File: src/rtl/palette_pkg.sv
// Shared constants and types for the palette RAM arbiter.
// Holds the RAM map, the slot numbering and the sequencer states.
package palette_pkg;

  localparam int AW        = 10;
  localparam int PAL_DEPTH = 768;

  localparam logic [AW-1:0] PAL_R_BASE = 10'h000;
  localparam logic [AW-1:0] PAL_G_BASE = 10'h100;
  localparam logic [AW-1:0] PAL_B_BASE = 10'h200;

  localparam logic [1:0] SLOT_R   = 2'd0;
  localparam logic [1:0] SLOT_G   = 2'd1;
  localparam logic [1:0] SLOT_B   = 2'd2;
  localparam logic [1:0] SLOT_CPU = 2'd3;

  typedef enum logic [1:0] {INIT, IDLE, ACK} state_t;

  // Base address of the colour plane read in a given video slot.
  function automatic logic [AW-1:0] slot_base(input logic [1:0] slot);
    case (slot)
      SLOT_R:  return PAL_R_BASE;
      SLOT_G:  return PAL_G_BASE;
      default: return PAL_B_BASE;
    endcase
  endfunction

endpackage

File: src/rtl/palette_arbiter.sv
// Shares one single-port palette RAM between per-pixel RGB lookups and CPU
// accesses, and zero-fills the RAM after reset.
module palette_arbiter
  import palette_pkg::*;
#(
  parameter int PAL_DEPTH  = palette_pkg::PAL_DEPTH,
  parameter int DW         = 5,
  parameter int IW         = 8,
  parameter bit INIT_CLEAR = 1'b1
) (
  input  logic          dclk,
  input  logic          reset,
  input  logic          ce_pix,
  input  logic          blank,
  input  logic          s,
  input  logic [IW-1:0] ca,
  input  logic [IW-1:0] cb,
  input  logic          cpu_req,
  input  logic          cpu_we,
  input  logic [AW-1:0] cpu_addr,
  input  logic [DW-1:0] cpu_wdata,
  output logic          cpu_ack,
  output logic [DW-1:0] cpu_rdata,
  output logic [AW-1:0] ram_addr,
  output logic          ram_we,
  output logic [DW-1:0] ram_wdata,
  input  logic [DW-1:0] ram_rdata,
  output logic [DW-1:0] r_out,
  output logic [DW-1:0] g_out,
  output logic [DW-1:0] b_out,
  output logic          init_busy
);

  state_t        state, state_nx;
  logic [1:0]    slot;
  logic [IW-1:0] idx;
  logic          vid_en;
  logic [1:0]    rd_slot;
  logic          rd_vid;
  logic [DW-1:0] r_hold, g_hold;
  logic [AW-1:0] clr_addr;
  logic          acc_we_q, acc_oor_q;
  logic [DW-1:0] rdata_q, rd_live;
  logic          vid_busy, in_range, grant;

  // Video owns slots 0-2 only for a pixel that was visible when it was latched.
  assign vid_busy = vid_en && (slot != SLOT_CPU);
  assign in_range = (cpu_addr < AW'(PAL_DEPTH));
  assign rd_live  = acc_oor_q ? '0 : ram_rdata;
  assign cpu_rdata = (cpu_ack && !acc_we_q) ? rd_live : rdata_q;

  always_comb begin
    // NOTE: every signal written here gets a default first so no path infers a latch.
    state_nx  = state;
    grant     = 1'b0;
    ram_addr  = '0;
    ram_we    = 1'b0;
    ram_wdata = '0;
    cpu_ack   = 1'b0;
    case (state)
      INIT:    if (clr_addr == AW'(PAL_DEPTH - 1)) state_nx = IDLE;
      IDLE:    if (cpu_req && !vid_busy) begin
                 grant    = 1'b1;
                 state_nx = ACK;
               end
      ACK:     state_nx = IDLE;
      default: state_nx = IDLE;
    endcase
    // Strobes are masked while reset is held, so an ACK cut short never pulses.
    if (!reset) begin
      cpu_ack = (state == ACK);
      if (state == INIT) begin
        ram_addr = clr_addr;
        ram_we   = 1'b1;
      end else if (vid_busy) begin
        ram_addr = slot_base(slot) + AW'(idx);
      end else if (grant) begin
        ram_addr  = cpu_addr;
        ram_we    = cpu_we && in_range;
        ram_wdata = cpu_wdata;
      end
    end
  end

  always_ff @(posedge dclk) begin
    // NOTE: sequential state uses non-blocking assignments so every register
    // samples pre-edge values regardless of statement order.
    if (reset) begin
      state     <= INIT_CLEAR ? INIT : IDLE;
      init_busy <= INIT_CLEAR;
      slot      <= SLOT_CPU;
      idx       <= '0;
      vid_en    <= 1'b0;
      rd_slot   <= SLOT_CPU;
      rd_vid    <= 1'b0;
      r_hold    <= '0;
      g_hold    <= '0;
      r_out     <= '0;
      g_out     <= '0;
      b_out     <= '0;
      clr_addr  <= '0;
      acc_we_q  <= 1'b0;
      acc_oor_q <= 1'b0;
      rdata_q   <= '0;
    end else begin
      state     <= state_nx;
      init_busy <= (state_nx == INIT);
      if (state == INIT) clr_addr <= clr_addr + 1'b1;

      if (ce_pix) begin
        slot   <= SLOT_R;
        idx    <= s ? cb : ca;
        vid_en <= !blank && (state != INIT);
      end else if (slot != SLOT_CPU) begin
        slot <= slot + 2'd1;
      end

      // Read data trails its address by one cycle; tag it with the issuing slot.
      rd_slot <= slot;
      rd_vid  <= vid_en;
      if (rd_vid && rd_slot == SLOT_R) r_hold <= ram_rdata;
      if (rd_vid && rd_slot == SLOT_G) g_hold <= ram_rdata;
      if (rd_slot == SLOT_B) begin
        r_out <= rd_vid ? r_hold    : '0;
        g_out <= rd_vid ? g_hold    : '0;
        b_out <= rd_vid ? ram_rdata : '0;
      end

      if (grant) begin
        acc_we_q  <= cpu_we;
        acc_oor_q <= !in_range;
      end
      if (cpu_ack && !acc_we_q) rdata_q <= rd_live;
    end
  end

endmodule

File: config.mk
export PLATFORM = sky130hd
export DESIGN_NAME = palette_arbiter
export DESIGN_NICKNAME = d
export VERILOG_FILES = /design/src/rtl/palette_pkg.sv /design/src/rtl/palette_arbiter.sv
export SDC_FILE = /design/constraint.sdc
export NUM_CORES = 1
export LEC_CHECK = 0
export ABC_AREA = 1
export BUFFER_PORTS_ARGS = -buffer_cell sky130_fd_sc_hd__buf_2
export CORE_ASPECT_RATIO = 0.7
export CORE_MARGIN = 1
export CORE_UTILIZATION = 35
export DETAILED_ROUTE_END_ITERATION = 7
export PLACE_DENSITY = 0.72
export SKIP_LAST_GASP = 1
export SLEW_MARGIN = 20
export SYNTH_ARGS = -nofsm -noshare
export SYNTH_HDL_FRONTEND = slang
export SYNTH_SLANG_ARGS = --single-unit
File: constraint.sdc
create_clock -name dclk -period 1.22 [get_ports dclk]
set_input_delay 0 -clock dclk [delete_from_list [all_inputs] [get_ports dclk]]
set_output_delay 0 -clock dclk [all_outputs]
set_load 0.01 [all_outputs]
==> impl_metrics.env <==
export IMPL_die_w_um=106
export IMPL_grt_ovfl_total=0
export IMPL_start_kind="flip-flop"
export IMPL_slew_limit_headroom_pct=76.7
export IMPL_arrival_ps=1650
export IMPL_grt_pass1_vias=2761
export IMPL_final_common_cell="nand2_1"
export IMPL_status="finished, violations left"
export IMPL_num_rows=26
export IMPL_fin_crit_ps=1650
export IMPL_power_density_mw_per_mm2=1170
export IMPL_grt_max_degree=29
export IMPL_holdCritStartpoint="ca[0]"
export IMPL_start_util_pct=36.3
export IMPL_violations="negative setup slack"
export IMPL_seq_area_frac_synth_pct=44.4
export IMPL_io_buffers=80
export IMPL_synth_area_mm2=0.00266
export IMPL_grt_pass1_wl_um=12200
export IMPL_period_share_pct=135
export IMPL_viasPerCell=5.00
export IMPL_final_cell_mix="nand2_1 (97), buf_2 (78), dfxtp_1 (53), a21oi_1 (34)"
export IMPL_ys_types=29
export IMPL_fin_util_pct=53.5
export IMPL_htreeDepth=3
export IMPL_critical_path_top_delay_family="buffers and inverters"
export IMPL_clk_latency_ps=340
export IMPL_worstMarginPinSlew_ps=347
export IMPL_cap_violations=0
export IMPL_cp_slowest_cell="dfxtp_2"
export IMPL_cts_sinks=59
export IMPL_layout_cells_non_filler=600
export IMPL_crit_top_cell="nand2_2"
export IMPL_drv_slew=0
export IMPL_num_io_pins=81
export IMPL_root_buffer="clkbuf_8"
export IMPL_clock_fmax_ghz=0.605
export IMPL_antenna_found_initial=0
export IMPL_critical_path_class="flip-flop to output pin"
export IMPL_vias=2998
export IMPL_dieHeight_um=74.9
export IMPL_syn_nets=417
export IMPL_core_mm2=0.00732
export IMPL_synth_area_leaders="dfxtp_1 (44%), nand2_1 (15%), a21oi_1 (7.0%)"
export IMPL_p_leak_nw=1.79
export IMPL_yosysTopAreaCell="dfxtp_1"
export IMPL_wl_per_cell_um=13.5
export IMPL_critPathMaxFanout=8
export IMPL_drt_first_pass_iters=5
export IMPL_post_dp_hpwl_um=5540
export IMPL_ys_seq_elements=59
export IMPL_cts_buffer_depth=2
export IMPL_cts_buffers=9
export IMPL_finClkSkew_ps=6.65
export IMPL_grt_usage_pct=19.6
export IMPL_rsz0062_at_grt="yes"
export IMPL_setup_viol=27
export IMPL_min_path_type="input port to flip-flop"
export IMPL_cts_clk_slew_worst_paths_ps=70
export IMPL_antenna_cells=0
export IMPL_area_growth_pct=47.4
export IMPL_ant_nets=0
export IMPL_path_cells="ha_4 -> inv_2 -> nand2_2 -> inv_4 -> nor2_4 -> buf_6 -> nand2_2 -> a31oi_1 -> buf_2"
export IMPL_hold_viol_final=0
export IMPL_synth_top_area_share_pct=44.4
export IMPL_place_gp_congestion=0.859
export IMPL_syn_area_per_cell_um2=7.18
export IMPL_r2r_start="slot[1]$_SDFFE_PP1P_"
export IMPL_ir_worst_vdd_mv=0.521
export IMPL_finalWorstSetupSlack_ps=-433
export IMPL_netlist_instances=370
export IMPL_die_area_mm2=0.00795
export IMPL_drc=0
export IMPL_critical_path_buf_inv_count=4
export IMPL_worst_setup_path_end_kind="output pin"
export IMPL_yosysWarnings=0
export IMPL_place_ws_ps=-141
export IMPL_crit_required_ps=1220
export IMPL_drtIter0Drc=158
export IMPL_cp_slowest_stage_delay_ps=360
export IMPL_final_nets=545
export IMPL_wl_um=8110
export IMPL_drive_above_1_share_pct=35.1
export IMPL_tns_ps=-7350
export IMPL_dp_cells=562
export IMPL_cts_tree="yes"
export IMPL_crit_start="slot[1]$_SDFFE_PP1P_"
## kinds of logic (layout without fill, tap and decap cells)
group,after synthesis,count (layout),share of synthesized area [%]
AND/OR/NAND/NOR,176,176,29.1
AO/OA/AOI/OAI,78,78,16.1
adder cells (fa/ha/maj),4,4,1.88
flip-flops,59,59,44.4
buffers and inverters,53,185,8.43
## final timing paths
path                                 to  slack (ps)  cells after the start
hold reg to reg       rd_vid$_SDFF_PP0_         450                      2
hold / removal      idx[0]$_SDFFE_PP0P_           3                      5
setup reg to reg  acc_we_q$_SDFFE_PP0N_         -60                     10
setup / recovery            ram_addr[1]        -430                      9
## timing repair
item	in CTS	in global routing
hold endpoints to repair	22	0
pin swaps	3	11
endpoints found under the setup margin	26	40
setup buffers	2	5
hold buffers	16	0
resized for setup	14	35
## state kept, by name, summed over array words and instances (netlist names)
register	flops
r_hold	5
b_out	5
init_busy	1
state	2
idx	8
rdata_q	5
vid_en	1
rd_vid	1
r_out	5
slot	2
g_out	5
g_hold	5
rd_slot	2
clr_addr	10
acc_oor_q	1
acc_we_q	1
## per-layer routing
| metal | wire, µm | vias to the layer above | part of all wire, % | GRT usage [%] |
|---|---|---|---|---|
| li1 | - | 1470 | - | - |
| met2 | 3890 | 126 | 48 | 32.4 |
| met1 | 3530 | 1384 | 43 | 24.6 |
| met4 | 144 | 0 | 1.8 | 8.18 |
| met3 | 549 | 18 | 6.8 | 5.45 |
| met5 | 0 | - | 0 | 0 |
## synth_stat cells
master and instances:
a21oi_1 37, a21oi_2 1, a31oi_1 9, buf_1 2, buf_2 8, buf_4 2
buf_6 1, clkbuf_1 2, clkinv_1 1, dfxtp_1 59, ha_1 4, inv_1 35
inv_2 2, nand2_1 105, nand2_2 3, nand3_1 19, nand3_2 2, nand3b_1 1
nand4_1 7, nor2_1 28, nor2_2 1, nor2_4 3, nor3_1 5, nor3_4 1
nor3b_1 1, o211ai_1 9, o21ai_0 19, o21ai_1 2, o22ai_1 1
## power by group
part / switching (mW) / total (mW) / leakage [nW] / internal, mW
logic: 0.221 / 0.427 / 1.19 / 0.206
clock network: 0.803 / 2.14 / 0.119 / 1.33
registers: 0.0375 / 2.01 / 0.480 / 1.97
## worst min-delay path: cells and delay by family
family / cells / cell delay, ps
AO/OA/AOI/OAI: 1 / 80
buffers and inverters: 2 / 120
AND/OR/NAND/NOR: 2 / 100
## final cells by class
class / instances / area (µm²)
Clock buffer: 9 / 124
Clock inverter: 6 / 105
Fill cell: 667 / 3400
Inverter: 38 / 150
Multi-Input combinational cell: 258 / 1370
Sequential cell: 59 / 1190
Tap cell: 98 / 123
Timing Repair Buffer: 132 / 858
## through the flow
step / power, mW / cell area, µm² / hold slack, ps
6_report: 4.57 / 3920 / 3.12
5_1_grt: 4.73 / 3920 / 31.8
4_1_cts: 4.52 / 3770 / 1.87
3_5_place_dp: 2.37 / 3320 / 238
3_3_place_gp: 2.36 / 3320 / 232
2_1_floorplan: 2.20 / 2670 / 87.1
(Power assumes the default switching activity.)
